### config.mk
export PLATFORM = sky130hd
export DESIGN_NAME = apb_req_arbiter
export DESIGN_NICKNAME = d
export VERILOG_FILES = /design/src/rtl/apb_req_arbiter.sv
export SDC_FILE = /design/constraint.sdc
export NUM_CORES = 1
export LEC_CHECK = 0
export CORE_ASPECT_RATIO = 0.6
export CORE_MARGIN = 10
export CORE_UTILIZATION = 30
export CTS_BUF_LIST = sky130_fd_sc_hd__clkbuf_4
export DETAILED_ROUTE_END_ITERATION = 6
export SYNTH_ARGS = -nofsm -noshare
export SYNTH_HDL_FRONTEND = slang
export SYNTH_SLANG_ARGS = --single-unit
### constraint.sdc
create_clock -name PCLK -period 2.8 [get_ports PCLK]
set_clock_uncertainty 0.1 [all_clocks]
set_input_delay 0.56 -clock PCLK [delete_from_list [all_inputs] [get_ports PCLK]]
set_output_delay 0.56 -clock PCLK [all_outputs]
set_load 0.02 [all_outputs]
### src/rtl/apb_req_arbiter.sv
// Two-requester APB master: round-robin arbitration in front of a single APB slave,
// with SETUP/ACCESS sequencing, PREADY wait states and a programmable ACCESS timeout.
module apb_req_arbiter #(
  parameter int ADDR_WIDTH = 8,
  parameter int DATA_WIDTH = 32,
  parameter int TIMEOUT    = 16
) (
  input  logic                    PCLK,
  input  logic                    PRESETn,
  input  logic [1:0]              req_valid,
  input  logic [1:0]              req_write,
  input  logic [2*ADDR_WIDTH-1:0] req_addr,
  input  logic [2*DATA_WIDTH-1:0] req_wdata,
  output logic [1:0]              req_done,
  output logic                    req_err,
  output logic [DATA_WIDTH-1:0]   req_rdata,
  output logic                    PSEL,
  output logic                    PENABLE,
  output logic                    PWRITE,
  output logic [ADDR_WIDTH-1:0]   PADDR,
  output logic [DATA_WIDTH-1:0]   PWDATA,
  input  logic [DATA_WIDTH-1:0]   PRDATA,
  input  logic                    PREADY
);

  typedef enum logic [1:0] {
    S_IDLE   = 2'd0,
    S_SETUP  = 2'd1,
    S_ACCESS = 2'd2,
    S_DONE   = 2'd3
  } state_t;

  // A zero TIMEOUT still needs a 1-bit counter; it saturates instead of wrapping.
  localparam int                CNT_W    = (TIMEOUT > 0) ? $clog2(TIMEOUT + 1) : 1;
  localparam logic [CNT_W-1:0] CNT_LAST = CNT_W'((TIMEOUT > 0) ? TIMEOUT - 1 : 0);
  localparam logic [CNT_W-1:0] CNT_MAX  = '1;

  state_t                  r_state, w_state_nxt;
  logic                    r_gnt, w_gnt_nxt;
  logic [CNT_W-1:0]        r_cnt, w_cnt_nxt;
  logic                    r_psel, w_psel_nxt;
  logic                    r_penable, w_penable_nxt;
  logic                    r_pwrite, w_pwrite_nxt;
  logic [ADDR_WIDTH-1:0]   r_paddr, w_paddr_nxt;
  logic [DATA_WIDTH-1:0]   r_pwdata, w_pwdata_nxt;
  logic [1:0]              r_done, w_done_nxt;
  logic                    r_err, w_err_nxt;
  logic [DATA_WIDTH-1:0]   r_rdata, w_rdata_nxt;

  logic                    w_pick;
  logic                    w_pick_write;
  logic [ADDR_WIDTH-1:0]   w_pick_addr;
  logic [DATA_WIDTH-1:0]   w_pick_wdata;
  logic                    w_timeout;

  // On a tie the requester that did not win last time is chosen.
  assign w_pick       = (req_valid == 2'b11) ? ~r_gnt : req_valid[1];
  assign w_pick_write = w_pick ? req_write[1] : req_write[0];
  assign w_pick_addr  = w_pick ? req_addr[2*ADDR_WIDTH-1:ADDR_WIDTH]
                               : req_addr[ADDR_WIDTH-1:0];
  assign w_pick_wdata = w_pick ? req_wdata[2*DATA_WIDTH-1:DATA_WIDTH]
                               : req_wdata[DATA_WIDTH-1:0];
  assign w_timeout    = (TIMEOUT != 0) && (r_cnt == CNT_LAST);

  always_comb begin
    // NOTE: every signal gets a default first so no path through the case infers a latch.
    w_state_nxt   = r_state;
    w_gnt_nxt     = r_gnt;
    w_cnt_nxt     = r_cnt;
    w_psel_nxt    = r_psel;
    w_penable_nxt = r_penable;
    w_pwrite_nxt  = r_pwrite;
    w_paddr_nxt   = r_paddr;
    w_pwdata_nxt  = r_pwdata;
    w_done_nxt    = 2'b00;
    w_err_nxt     = 1'b0;
    w_rdata_nxt   = r_rdata;

    unique case (r_state)
      S_IDLE: begin
        if (|req_valid) begin
          w_state_nxt   = S_SETUP;
          w_gnt_nxt     = w_pick;
          w_psel_nxt    = 1'b1;
          w_penable_nxt = 1'b0;
          w_pwrite_nxt  = w_pick_write;
          w_paddr_nxt   = w_pick_addr;
          w_pwdata_nxt  = w_pick_write ? w_pick_wdata : '0;
        end
      end

      S_SETUP: begin
        w_state_nxt   = S_ACCESS;
        w_penable_nxt = 1'b1;
        w_cnt_nxt     = '0;
      end

      S_ACCESS: begin
        if (PREADY || w_timeout) begin
          w_state_nxt   = S_DONE;
          w_psel_nxt    = 1'b0;
          w_penable_nxt = 1'b0;
          w_pwdata_nxt  = '0;
          w_done_nxt    = r_gnt ? 2'b10 : 2'b01;
          w_err_nxt     = ~PREADY;
          if (PREADY && !r_pwrite) begin
            w_rdata_nxt = PRDATA;
          end
        end else if (r_cnt != CNT_MAX) begin
          w_cnt_nxt = r_cnt + 1'b1;
        end
      end

      S_DONE: begin
        w_state_nxt = S_IDLE;
      end

      default: begin
        w_state_nxt = S_IDLE;
      end
    endcase
  end

  // NOTE: sequential state uses non-blocking assignments so all registers update together.
  always_ff @(posedge PCLK or negedge PRESETn) begin
    if (!PRESETn) begin
      r_state   <= S_IDLE;
      r_gnt     <= 1'b1;
      r_cnt     <= '0;
      r_psel    <= 1'b0;
      r_penable <= 1'b0;
      r_pwrite  <= 1'b0;
      r_paddr   <= '0;
      r_pwdata  <= '0;
      r_done    <= 2'b00;
      r_err     <= 1'b0;
      r_rdata   <= '0;
    end else begin
      r_state   <= w_state_nxt;
      r_gnt     <= w_gnt_nxt;
      r_cnt     <= w_cnt_nxt;
      r_psel    <= w_psel_nxt;
      r_penable <= w_penable_nxt;
      r_pwrite  <= w_pwrite_nxt;
      r_paddr   <= w_paddr_nxt;
      r_pwdata  <= w_pwdata_nxt;
      r_done    <= w_done_nxt;
      r_err     <= w_err_nxt;
      r_rdata   <= w_rdata_nxt;
    end
  end

  assign PSEL      = r_psel;
  assign PENABLE   = r_penable;
  assign PWRITE    = r_pwrite;
  assign PADDR     = r_paddr;
  assign PWDATA    = r_pwdata;
  assign req_done  = r_done;
  assign req_err   = r_err;
  assign req_rdata = r_rdata;

endmodule

==> results.md, run 1 <==
* Outcome: finished, final reports clean
* Design area at approximately 0.0061 sq mm
* Port Buffer Count at a little under 200
* Vias in the first global route at 3,324
* Fin crit share at 0.839
* Layout fillers at roughly 1.1k
* Antenna cells at 0
* TritonCTS Sinks at 86
* Residual DRC count at 0
* Syn Nets at ~420
* Cells after Synth at 289
* Critical path endpoint: PWDATA[16]
* Distinct cells, synth at 35
* Minimum clock period at about 2.3 ns
* DP HPWL at between 10 and 15 mm
* Setup total negative slack at 0 ns
* Routed Antenna Nets at 0
* Sequential cell area fraction in the yosys report at 0.569
* Placed cell area at approximately 0.0059 sq mm
* Core Region at 0.0122 sq mm
* Clock Path Buffers at 2
* Routed wire per std cell at ~20 microns
* Setup-failing EPs final at 0
* Critical Path AT at 2.62 ns
* Peak supply drop at between 0.4 and 0.5 mV
* H-tree Lvls at 3
* CTS root buf: clkbuf_4
* Total CTS buffers at 9
* Static Leakage at approximately 2.6 nW
* Clk slew on worst S/H paths at between 0.1 and 0.15 ns
* DIE AREA at between 0.015 and 0.02 sq mm
* Worst R2R End: PWDATA[16]
* Share of layout cells above drive strength 1 at 0.133
* Syn Area/Cell at 13.1 sq um
* Vias per inst at 4.81
* Worst R2R Path Depth at 7
* Die height at 107 microns
* Cells after DPL at 638
* CP max FO at 32
* Site row count at 31
* Clk Latency, worst-skew pair at roughly 0.44 ns
* Initial DRC Count at roughly 160
* WL final at ~13 mm
* Slew @ Worst Pin at 0.572 ns
* Total power per unit cell area at between 1000 and 1500 mW/mm^2
* RSZ-0062 raised after global routing: no
* R2R Setup Slk at ~0.45 ns
* Final std cells w/o fill at ~650
* GRT Resource Usage Total at 0.143
* Register bit count reported by yosys at 86
* Initial antenna violation count at 0
* Critical path required time at a little over 3 ns
* Initial core utilization at 0.310
* DR vias at 3,143
* Die width at 165 microns
* Hold Crit Class: reg -> reg
* Nets@finish at between 600 and 700
* Hold WS at slightly below 0.4 ns
* CTS tree: done
* Total gr overflow at 0
* Fmax at around 0.43 GHz
* Critical path startpoint category: flip-flop
* Worst setup path startpoint: r_cnt[0]
* Crit Path Class: reg -> reg
* Area growth from synthesis to layout at 61.0%
* Gpl congestion at between 0.8 and 0.9
* Max-Slew Margin vs Limit at 0.613
* Core Util, Final at 0.499
* Final Hold Fails at 0
* Max Cap Viol at 0
* CP endpoint kind: flip-flop
* Ports at about 200
* Slew Limit Fails at 0
* Synth warn at 0
* Drt first pass iters at 4
* RR Startpoint: r_cnt[0]
* Post-Syn Area at around 0.0038 sq mm
* First-pass GRT wire length at 19.6 mm
* Largest net degree at the start of global routing at 45
worst max-delay path, cell delays in order (launching register included):
cell	delay, ns
dfrtp_1	0.44
ha_1	0.22
and3_1	0.20
ha_1	0.24
nor3b_1	0.33
or3_1	0.17
buf_4	0.34
a221o_1	0.22
layer usage:
layer | GRT usage | wire length [microns]
met3 | 0.0565 | 1240
met1 | 0.189 | 6020
met4 | 0.0264 | 94
met5 | 0 | 0
met2 | 0.217 | 5760
worst min path at each step:
stage,startpoint,end,slack [ns],depth (start not counted)
after global placement,r_cnt[3],r_cnt[3],0.36,1
after global routing,PADDR[1],PADDR[1],0.42,2
final,PADDR[1],PADDR[1],0.39,2
after detailed placement,PADDR[1],PADDR[1],0.38,2
after floorplan,PRESETn,PADDR[0],0.16,0
after CTS,PADDR[1],PADDR[1],0.40,2
placed cells by master (no fill, tap or decap), types with 7 or more instances in the layout:
cell type / instances
clkdlybuf4s50_1: 195
dfrtp_1: 85
nor3b_1: 34
mux2_2: 33
a221o_1: 32
nand2_1: 16
o21ai_0: 14
mux2i_1: 11
clkbuf_4: 10
buf_4: 10
ha_1: 7
cell type report:
type / count / area (sq um) / area share
Clock inverter: 5 / 82.6 / 0.0135
Tap cell: 165 / 206 / 0.0339
Inverter: 4 / 15.0 / 0.00246
Timing Repair Buffer: 208 / 2080 / 0.341
Sequential cell: 86 / 2150 / 0.353
Clock buffer: 10 / 75.1 / 0.0123
Multi-Input combinational cell: 176 / 1490 / 0.244
cells in the mapped netlist:
master	instances	share of area
a21bo_1	1	0.0026
a21oi_1	2	0.0026
a221o_1	32	0.085
a31oi_1	1	0.0017
and3_1	1	0.0017
and3b_1	1	0.0023
buf_2	7	0.0092
buf_6	7	0.021
clkbuf_1	8	0.0079
clkbuf_2	1	0.0013
dfrtp_1	85	0.56
dfstp_2	1	0.0069
ha_1	7	0.023
inv_1	4	0.0040
mux2_2	33	0.098
mux2i_1	11	0.029
nand2_1	16	0.016
nand2b_1	1	0.0017
nand3_1	3	0.0040
nand3b_1	1	0.0020
nand4_1	1	0.0017
nand4b_1	1	0.0023
nor2_1	4	0.0040
nor2b_1	2	0.0033
nor3b_1	34	0.067
nor4b_1	1	0.0023
nor4bb_1	1	0.0026
o211ai_1	2	0.0040
o21ai_0	14	0.019
o21ai_1	1	0.0013
o311ai_0	1	0.0023
o32a_1	1	0.0026
or3_1	1	0.0017
or3b_2	1	0.0023
or4b_2	1	0.0026
power by group:
part	internal, mW	total (mW)	switching, mW
clock	0.371	0.811	0.440
combinational	1.67	3.30	1.63
sequential	1.82	2.16	0.340
total	3.85	6.26	2.41
registers in the layout, indices dropped and copies added (netlist names), 2 cells and up:
name,count
r_state,2
req_done,2
PWDATA,32
PADDR,8
req_rdata,32
r_cnt,5
what timing repair did:
item                                    4_1_cts  5_1_grt
setup buffers                                 0        0
endpoints found under the setup margin        0        0
resized for setup                             0        0
hold buffers                                  1        0
endpoints found under the hold margin        12        0
cells by family after synthesis:
family / synth area share
AND/OR/NAND/NOR: 0.118
multiplexers: 0.127
adder cells (fa/ha/maj): 0.0231
AO/OA/AOI/OAI: 0.120
flip-flops: 0.569
buffers and inverters: 0.0433
per-stage QoR:
| step | total power, mW | setup WS (ns) |
|---|---|---|
| floorplan | 3.89 | 0.699 |
| global placement | 5.46 | 0.344 |
| global route | 6.66 | 0.248 |
| detailed placement | 5.53 | 0.309 |
| finish | 6.26 | 0.450 |
| CTS | 6.37 | 0.429 |
No activity file was read; power rests on OpenSTA's default activity.
==> inputs of run 2 (changes only) <==
==> constraint.sdc (replaced) <==
create_clock -name PCLK -period 2.2 [get_ports PCLK]
set_clock_uncertainty 0.1 [all_clocks]
set_input_delay 0.44 -clock PCLK [delete_from_list [all_inputs] [get_ports PCLK]]
set_output_delay 0.44 -clock PCLK [all_outputs]
set_load 0.02 [all_outputs]
==> results.md, run 2 (same netlist as run 1, synthesis figures left out) <==
* Outcome: finished, final reports clean
* DP HPWL at 10.5 mm (+1.6%)
* Minimum clock period at 2.10 ns (-0.254 ns)
* CP max FO at 14 (-56%)
* DIE AREA at 0.0177 sq mm (unchanged)
* Total power per unit cell area at 1300 mW/mm^2 (+27%)
* Cell Chain, Critical Path: ha_1 > and3_1 > ha_4 > nor3b_2 > or3_4 > buf_4 > a221o_1
* Final Hold Fails at 0 (unchanged)
* Most frequent cells in the layout: 195 x clkdlybuf4s50_1, 85 x dfrtp_1, 33 x mux2_2, 33 x nor3b_1, 32 x a221o_1
* Placed cell area at 0.00601 sq mm (+1.4%)
* Residual DRC count at 0 (unchanged)
* Final std cells w/o fill at 668 (+2.1%)
* Antenna cells at 0 (unchanged)
* Ports at 197 (unchanged)
* Core Region at 0.0122 sq mm (unchanged)
* CTS root buf: clkbuf_4
* Static Leakage at 2.65 nW (+2.8%)
* Sequential cell area at 0.00215 sq mm (unchanged)
* Critical path required time at 2.42 ns (-0.65 ns)
* Vias per inst at 4.78 (-0.54%)
* Slew Limit Fails at 0 (unchanged)
* Drt first pass iters at 4 (unchanged)
* Total CTS buffers at 9 (unchanged)
* Buf/Inv on CP at 1 (unchanged)
* Peak supply drop at 0.628 mV (+42%)
* Design area at 0.00623 sq mm (+2.1%)
* Max-Slew Margin vs Limit at 0.699 (+0.0856)
* Port Buffer Count at 196 (unchanged)
* CTS tree: done
* DR vias at 3,193 (+1.6%)
* Clk slew on worst S/H paths at 0.14 ns (about the same)
* Area growth from synthesis to layout at 64.4%
* Largest net degree at the start of global routing at 35 (-22%)
* Critical Path AT at 2.32 ns (-0.30 ns)
* Nets@finish at 624 (+2.1%)
* Initial core utilization at 0.310 (unchanged)
* Clock Path Buffers at 2 (unchanged)
* Fin crit share at 0.953 (+0.113)
* Commonest non-fill, non-tap cell in the layout: clkdlybuf4s50_1
* Routed Antenna Nets at 0 (unchanged)
* Critical path startpoint category: flip-flop
* Max Cap Viol at 0 (unchanged)
* Gpl congestion at 0.821 (+2.3%)
* TritonCTS Sinks at 86 (unchanged)
* Routed wire per std cell at 19.9 microns (-0.86%)
* WL final at 13.3 mm (+1.3%)
* GRT Resource Usage Total at 0.145 (+0.00197)
* Placement Setup Slack at -0.0748 ns (-0.383 ns)
* Share of layout cells above drive strength 1 at 0.159 (+0.0261)
* Die width at 165 microns (unchanged)
* Site row count at 31 (unchanged)
* Initial antenna violation count at 0 (unchanged)
* Cells after DPL at 649 (+1.7%)
* Crit Path Class: reg -> reg
* Die height at 107 microns (unchanged)
* H-tree Lvls at 3 (unchanged)
* Initial DRC Count at 194 (+22%)
* First-pass GRT wire length at 20.0 mm (+2.1%)
* Fmax at 0.477 GHz (+12%)
* Hold Crit Class: in -> async
* Area occupied by multi-input gates at 0.00151 sq mm (+1.8%)
* Setup-failing EPs final at 0 (unchanged)
* Vias in the first global route at 3,344 (+0.60%)
* Final worst setup slack at 0.104 ns (-0.346 ns)
* Layout fillers at 1,060 (-3.6%)
* Slew @ Worst Pin at 0.447 ns (-0.125 ns)
* Total gr overflow at 0 (unchanged)
* Crit path max-delay cell type: or3_4
* Top delay family on crit path: simple AND/OR/NAND/NOR gates
* Clk Latency, worst-skew pair at 0.42 ns (-0.02 ns)
* CP peak stage delay at 0.39 ns (-0.05 ns)
* CP endpoint kind: flip-flop
run 2: changes by cell type in the layout (fill, tap and decap cells not counted), sizes merged:
cell	delta
buf	+13
clkinv	+1
run 2: what timing repair did:
item                       4_1_cts  5_1_grt
hold endpoints to repair        29        0
gates resized for setup          2        4
setup endpoints to repair       34       34
hold buffers                     1        0
buffers inserted                 2        0
run 2: final cells by class:
type,instances,share of cell area
multi-input combinational,176,0.243
clock buffer,10,0.0121
inverter,4,0.00241
clock inverter,6,0.0137
tap,165,0.0332
sequential,86,0.346
timing repair buffer,221,0.350
run 2: power by group:
part           total (mW)  internal, mW  switching [mW]
Sequential           2.73          2.31           0.423
Combinational        4.36          2.23            2.13
Clock                1.03         0.474           0.555
Total                8.12          5.02            3.10
run 2: per-stage QoR:
| step | setup TNS, ns | util | total power, mW | hold slack [ns] |
|---|---|---|---|---|
| 2_1_floorplan | 0 | - | 4.95 | 0.0444 |
| 3_3_place_gp | -0.319 | 0.492 | 7.04 | 0.303 |
| 3_5_place_dp | -1.68 | 0.492 | 7.13 | 0.303 |
| 4_1_cts | 0 | 0.508 | 8.23 | 0.311 |
| 5_1_grt | -0.00206 | 0.510 | 8.63 | 0.342 |
| 6_report | 0 | 0.510 | 8.12 | 0.364 |
run 2: path summary, 6_finish.rpt:
| path | start | end | slack, ns | depth (start not counted) |
|---|---|---|---|---|
| hold / removal | PRESETn | req_rdata[9] | 0.36 | 2 |
| hold reg to reg | PADDR[6] | PADDR[6] | 0.39 | 2 |
| max in group asynchronous | PRESETn | req_rdata[1] | 0.95 | 3 |
| setup reg to reg | r_cnt[1] | PWDATA[25] | 0.10 | 7 |
| setup / recovery | r_cnt[1] | PWDATA[25] | 0.10 | 7 |
| min in group PCLK | PADDR[6] | PADDR[6] | 0.39 | 2 |
run 2: per-layer routing:
metal | track usage | wire, microns | vias up
met1 | 0.192 | 6030 | 1548
li1 | - | - | 1506
met3 | 0.0573 | 1320 | 4
met4 | 0.0246 | 29 | 0
met5 | 0 | 0 | -
met2 | 0.221 | 5890 | 135
==> inputs of run 3 (changes only) <==
--- a/config.mk
+++ b/config.mk
@@ -5,6 +5,7 @@
 export SDC_FILE = /design/constraint.sdc
 export NUM_CORES = 1
 export LEC_CHECK = 0
+export ABC_AREA = 1
 export CORE_ASPECT_RATIO = 0.6
 export CORE_MARGIN = 10
 export CORE_UTILIZATION = 30
==> results.md, run 3 <==
* EDFF count, synth at 0 (unchanged)
* Die width at 172 microns (+4.2%)
* Cell Chain, Critical Path: clkdlybuf4s50_1
* Area occupied by multi-input gates at 0.00174 sq mm (+15%)
* Synth warn at 0 (unchanged)
* Hold Crit Class: reg -> reg
* Most common cell in the netlist: nand2_1
* Total CTS buffers at 9 (unchanged)
* Ports at 197 (unchanged)
* Syn Nets at 647 (+56%)
* Post-synth top area cell: dfrtp_1
* Slew @ Worst Pin at 0.739 ns (+0.292 ns)
* CP max FO at 3 (-11)
* Initial DRC Count at 205 (+5.7%)
* H-tree Lvls at 3 (unchanged)
* Cells after DPL at 874 (+35%)
* Clk slew on worst S/H paths at 0.14 ns (about the same)
* Dominant cells by area after synthesis: dfrtp_1 51%, nand2_1 21%, nand3_1 12%
* Top delay family on crit path: buffers and inverters
* Final std cells w/o fill at 891 (+33%)
* Sequential cell area at 0.00215 sq mm (unchanged)
* Antenna cells at 0 (unchanged)
* Static Leakage at 3.20 nW (+21%)
* Site row count at 33 (+6.5%)
* Top cell type's share of synthesized area at 0.512 (-0.0500)
* Setup-failing EPs final at 0 (unchanged)
* Max-Slew Margin vs Limit at 0.506 (-0.193)
* Buf/Inv on CP at 1 (unchanged)
* Design area at 0.00648 sq mm (+4.0%)
* Core Util, Final at 0.475 (-0.0343)
* Clock Path Buffers at 2 (unchanged)
* Distinct cells, synth at 25 (-29%)
* Share of layout cells above drive strength 1 at 0.0601 (-0.0990)
* CTS root buf: clkbuf_4
* Crit path max-delay cell type: clkdlybuf4s50_1
* Post-Syn Area at 0.00416 sq mm (+9.8%)
* Outcome: finished, final reports clean
* Peak supply drop at 0.491 mV (-22%)
* Sequential cell area fraction in the yosys report at 0.518 (-0.0506)
* First-pass GRT wire length at 22.8 mm (+14%)
* Residual DRC count at 0 (unchanged)
* Initial antenna violation count at 0 (unchanged)
* Clk Latency, worst-skew pair at 0.43 ns (about the same)
* GRT Resource Usage Total at 0.148 (+0.00331)
* Post-synth top cells: 237 x nand2_1, 102 x nand3_1, 85 x dfrtp_1
* DIE AREA at 0.0191 sq mm (+8.2%)
* CP peak stage delay at 0.66 ns (+0.27 ns)
* Cells after Synth at 521 (+80%)
* Main synth FF type: dfrtp_1
* Final Hold Fails at 0 (unchanged)
* Minimum clock period at 2.04 ns (-0.0523 ns)
* Critical path required time at 1.66 ns (-0.76 ns)
* Placed cell area at 0.00628 sq mm (+4.5%)
* Met3 usage at 0.0640 (+0.00672)
* Vias in the first global route at 4,179 (+25%)
* RSZ-0062 raised after global routing: no
* Area growth from synthesis to layout at 55.8%
* Met1 Use GR at 0.182 (-0.00962)
* Routed wire per std cell at 16.0 microns (-20%)
* CTS tree: done
* Fmax at 0.489 GHz (+2.6%)
* DR vias at 4,082 (+28%)
* WL final at 14.2 mm (+7.2%)
* Fin crit share at 0.929 (-0.0238)
* Critical path startpoint category: flip-flop
* Most frequent cells in the layout: 236 x nand2_1, 195 x clkdlybuf4s50_1, 102 x nand3_1
* GRT Max-Usage Layer: met2
* Commonest non-fill, non-tap cell in the layout: nand2_1
* Crit Path Class: reg -> out
* Core Region at 0.0136 sq mm (+12%)
* Total gr overflow at 0 (unchanged)
* Max Cap Viol at 0 (unchanged)
* Slew Limit Fails at 0 (unchanged)
* Largest net degree at the start of global routing at 49 (+40%)
* Die height at 111 microns (+3.9%)
* DP HPWL at 10.8 mm (+3.0%)
* Vias per inst at 4.58 (-4.2%)
* Number of buffers added for setup after CTS at 0 (-2)
* TritonCTS Sinks at 86 (unchanged)
* Syn Area/Cell at 7.98 sq um (-39%)
* Port Buffer Count at 196 (unchanged)
* Register bit count reported by yosys at 86 (unchanged)
* CP endpoint kind: output pin
* Gpl congestion at 0.773 (-5.8%)
* Nets@finish at 837 (+34%)
* GRT met2 Usage at 0.236 (+0.0152)
* Layout fillers at 1,304 (+23%)
* Critical Path AT at 1.50 ns (-0.82 ns)
* Total power per unit cell area at 1200 mW/mm^2 (-8.1%)
* Drt first pass iters at 4 (unchanged)
* Post-synth ARST share at 1.00 (unchanged)
* Routed Antenna Nets at 0 (unchanged)
* Initial core utilization at 0.305 (-0.00484)
[run 3: changes by cell type after synthesis, sizes merged, moves of 10 or more]
| cell | previous run | this run |
|---|---|---|
| mux2 | 33 | 0 |
| nand3 | 3 | 103 |
| buf | 14 | 24 |
| a221o | 32 | 0 |
| inv | 4 | 19 |
| nand2 | 16 | 241 |
| mux2i | 11 | 0 |
| nor3b | 34 | 0 |
[run 3: path summary, 6_finish.rpt]
check,slack [ns],cells after the start,startpoint,endpoint
min reg2reg,0.39,2,req_rdata[23],req_rdata[23]
min in group asynchronous,0.45,2,PRESETn,req_rdata[3]
max reg2reg,0.27,8,r_state[0],r_cnt[0]
min,0.39,2,req_rdata[23],req_rdata[23]
max in group asynchronous,0.90,3,PRESETn,req_rdata[5]
max,0.16,1,PWRITE,PWRITE
[run 3: worst min-delay path: stages, from the launching register on]
cell,delay (ns)
dfrtp_1,0.36
nand2_1,0.05
nand2_1,0.05
[run 3: final cells by class]
type	instances	area share
sequential	86	0.332
inverter	20	0.0116
clock buffer	9	0.0104
timing repair buffer	211	0.328
clock inverter	7	0.0149
multi-input combinational	383	0.269
tap	175	0.0338
[run 3: what timing repair did]
item,CTS,global route
endpoints found under the hold margin,45,0
gates cloned,0,0
gates resized for setup,1,6
hold buffers,1,0
pin swaps,0,0
endpoints found under the setup margin,32,39
[run 3: logic make-up (layout without fill, tap and decap cells)]
family,Yosys count,after routing,share of synthesized area
AND/OR/NAND/NOR,356,356,0.363
flip-flops,86,86,0.518
buffers and inverters,52,247,0.0650
AO/OA/AOI/OAI,20,20,0.0328
adder cells (fa/ha/maj),7,7,0.0211
[run 3: power breakdown]
group	switching, mW	internal (mW)
registers	0.365	2.21
logic	2.38	1.78
clock network	0.556	0.467
[run 3: layer usage]
metal | share of wire | vias up
li1 | - | 2038
met1 | 0.43 | 1907
met2 | 0.47 | 128
met3 | 0.094 | 9
met4 | 0.0048 | 0
met5 | 0 | -
[run 3: stage by stage]
| step | power (mW) | setup TNS [ns] | setup WS, ns | hold slack [ns] |
|---|---|---|---|---|
| 2_1_floorplan | 4.81 | 0 | 0.487 | 0.0444 |
| 3_3_place_gp | 6.71 | -6.66 | -0.220 | 0.355 |
| 3_5_place_dp | 6.80 | -8.83 | -0.319 | 0.358 |
| 4_1_cts | 7.87 | 0 | 0.0724 | 0.390 |
| 5_1_grt | 8.37 | 0 | 0.00488 | 0.363 |
| 6_report | 7.76 | 0 | 0.157 | 0.387 |
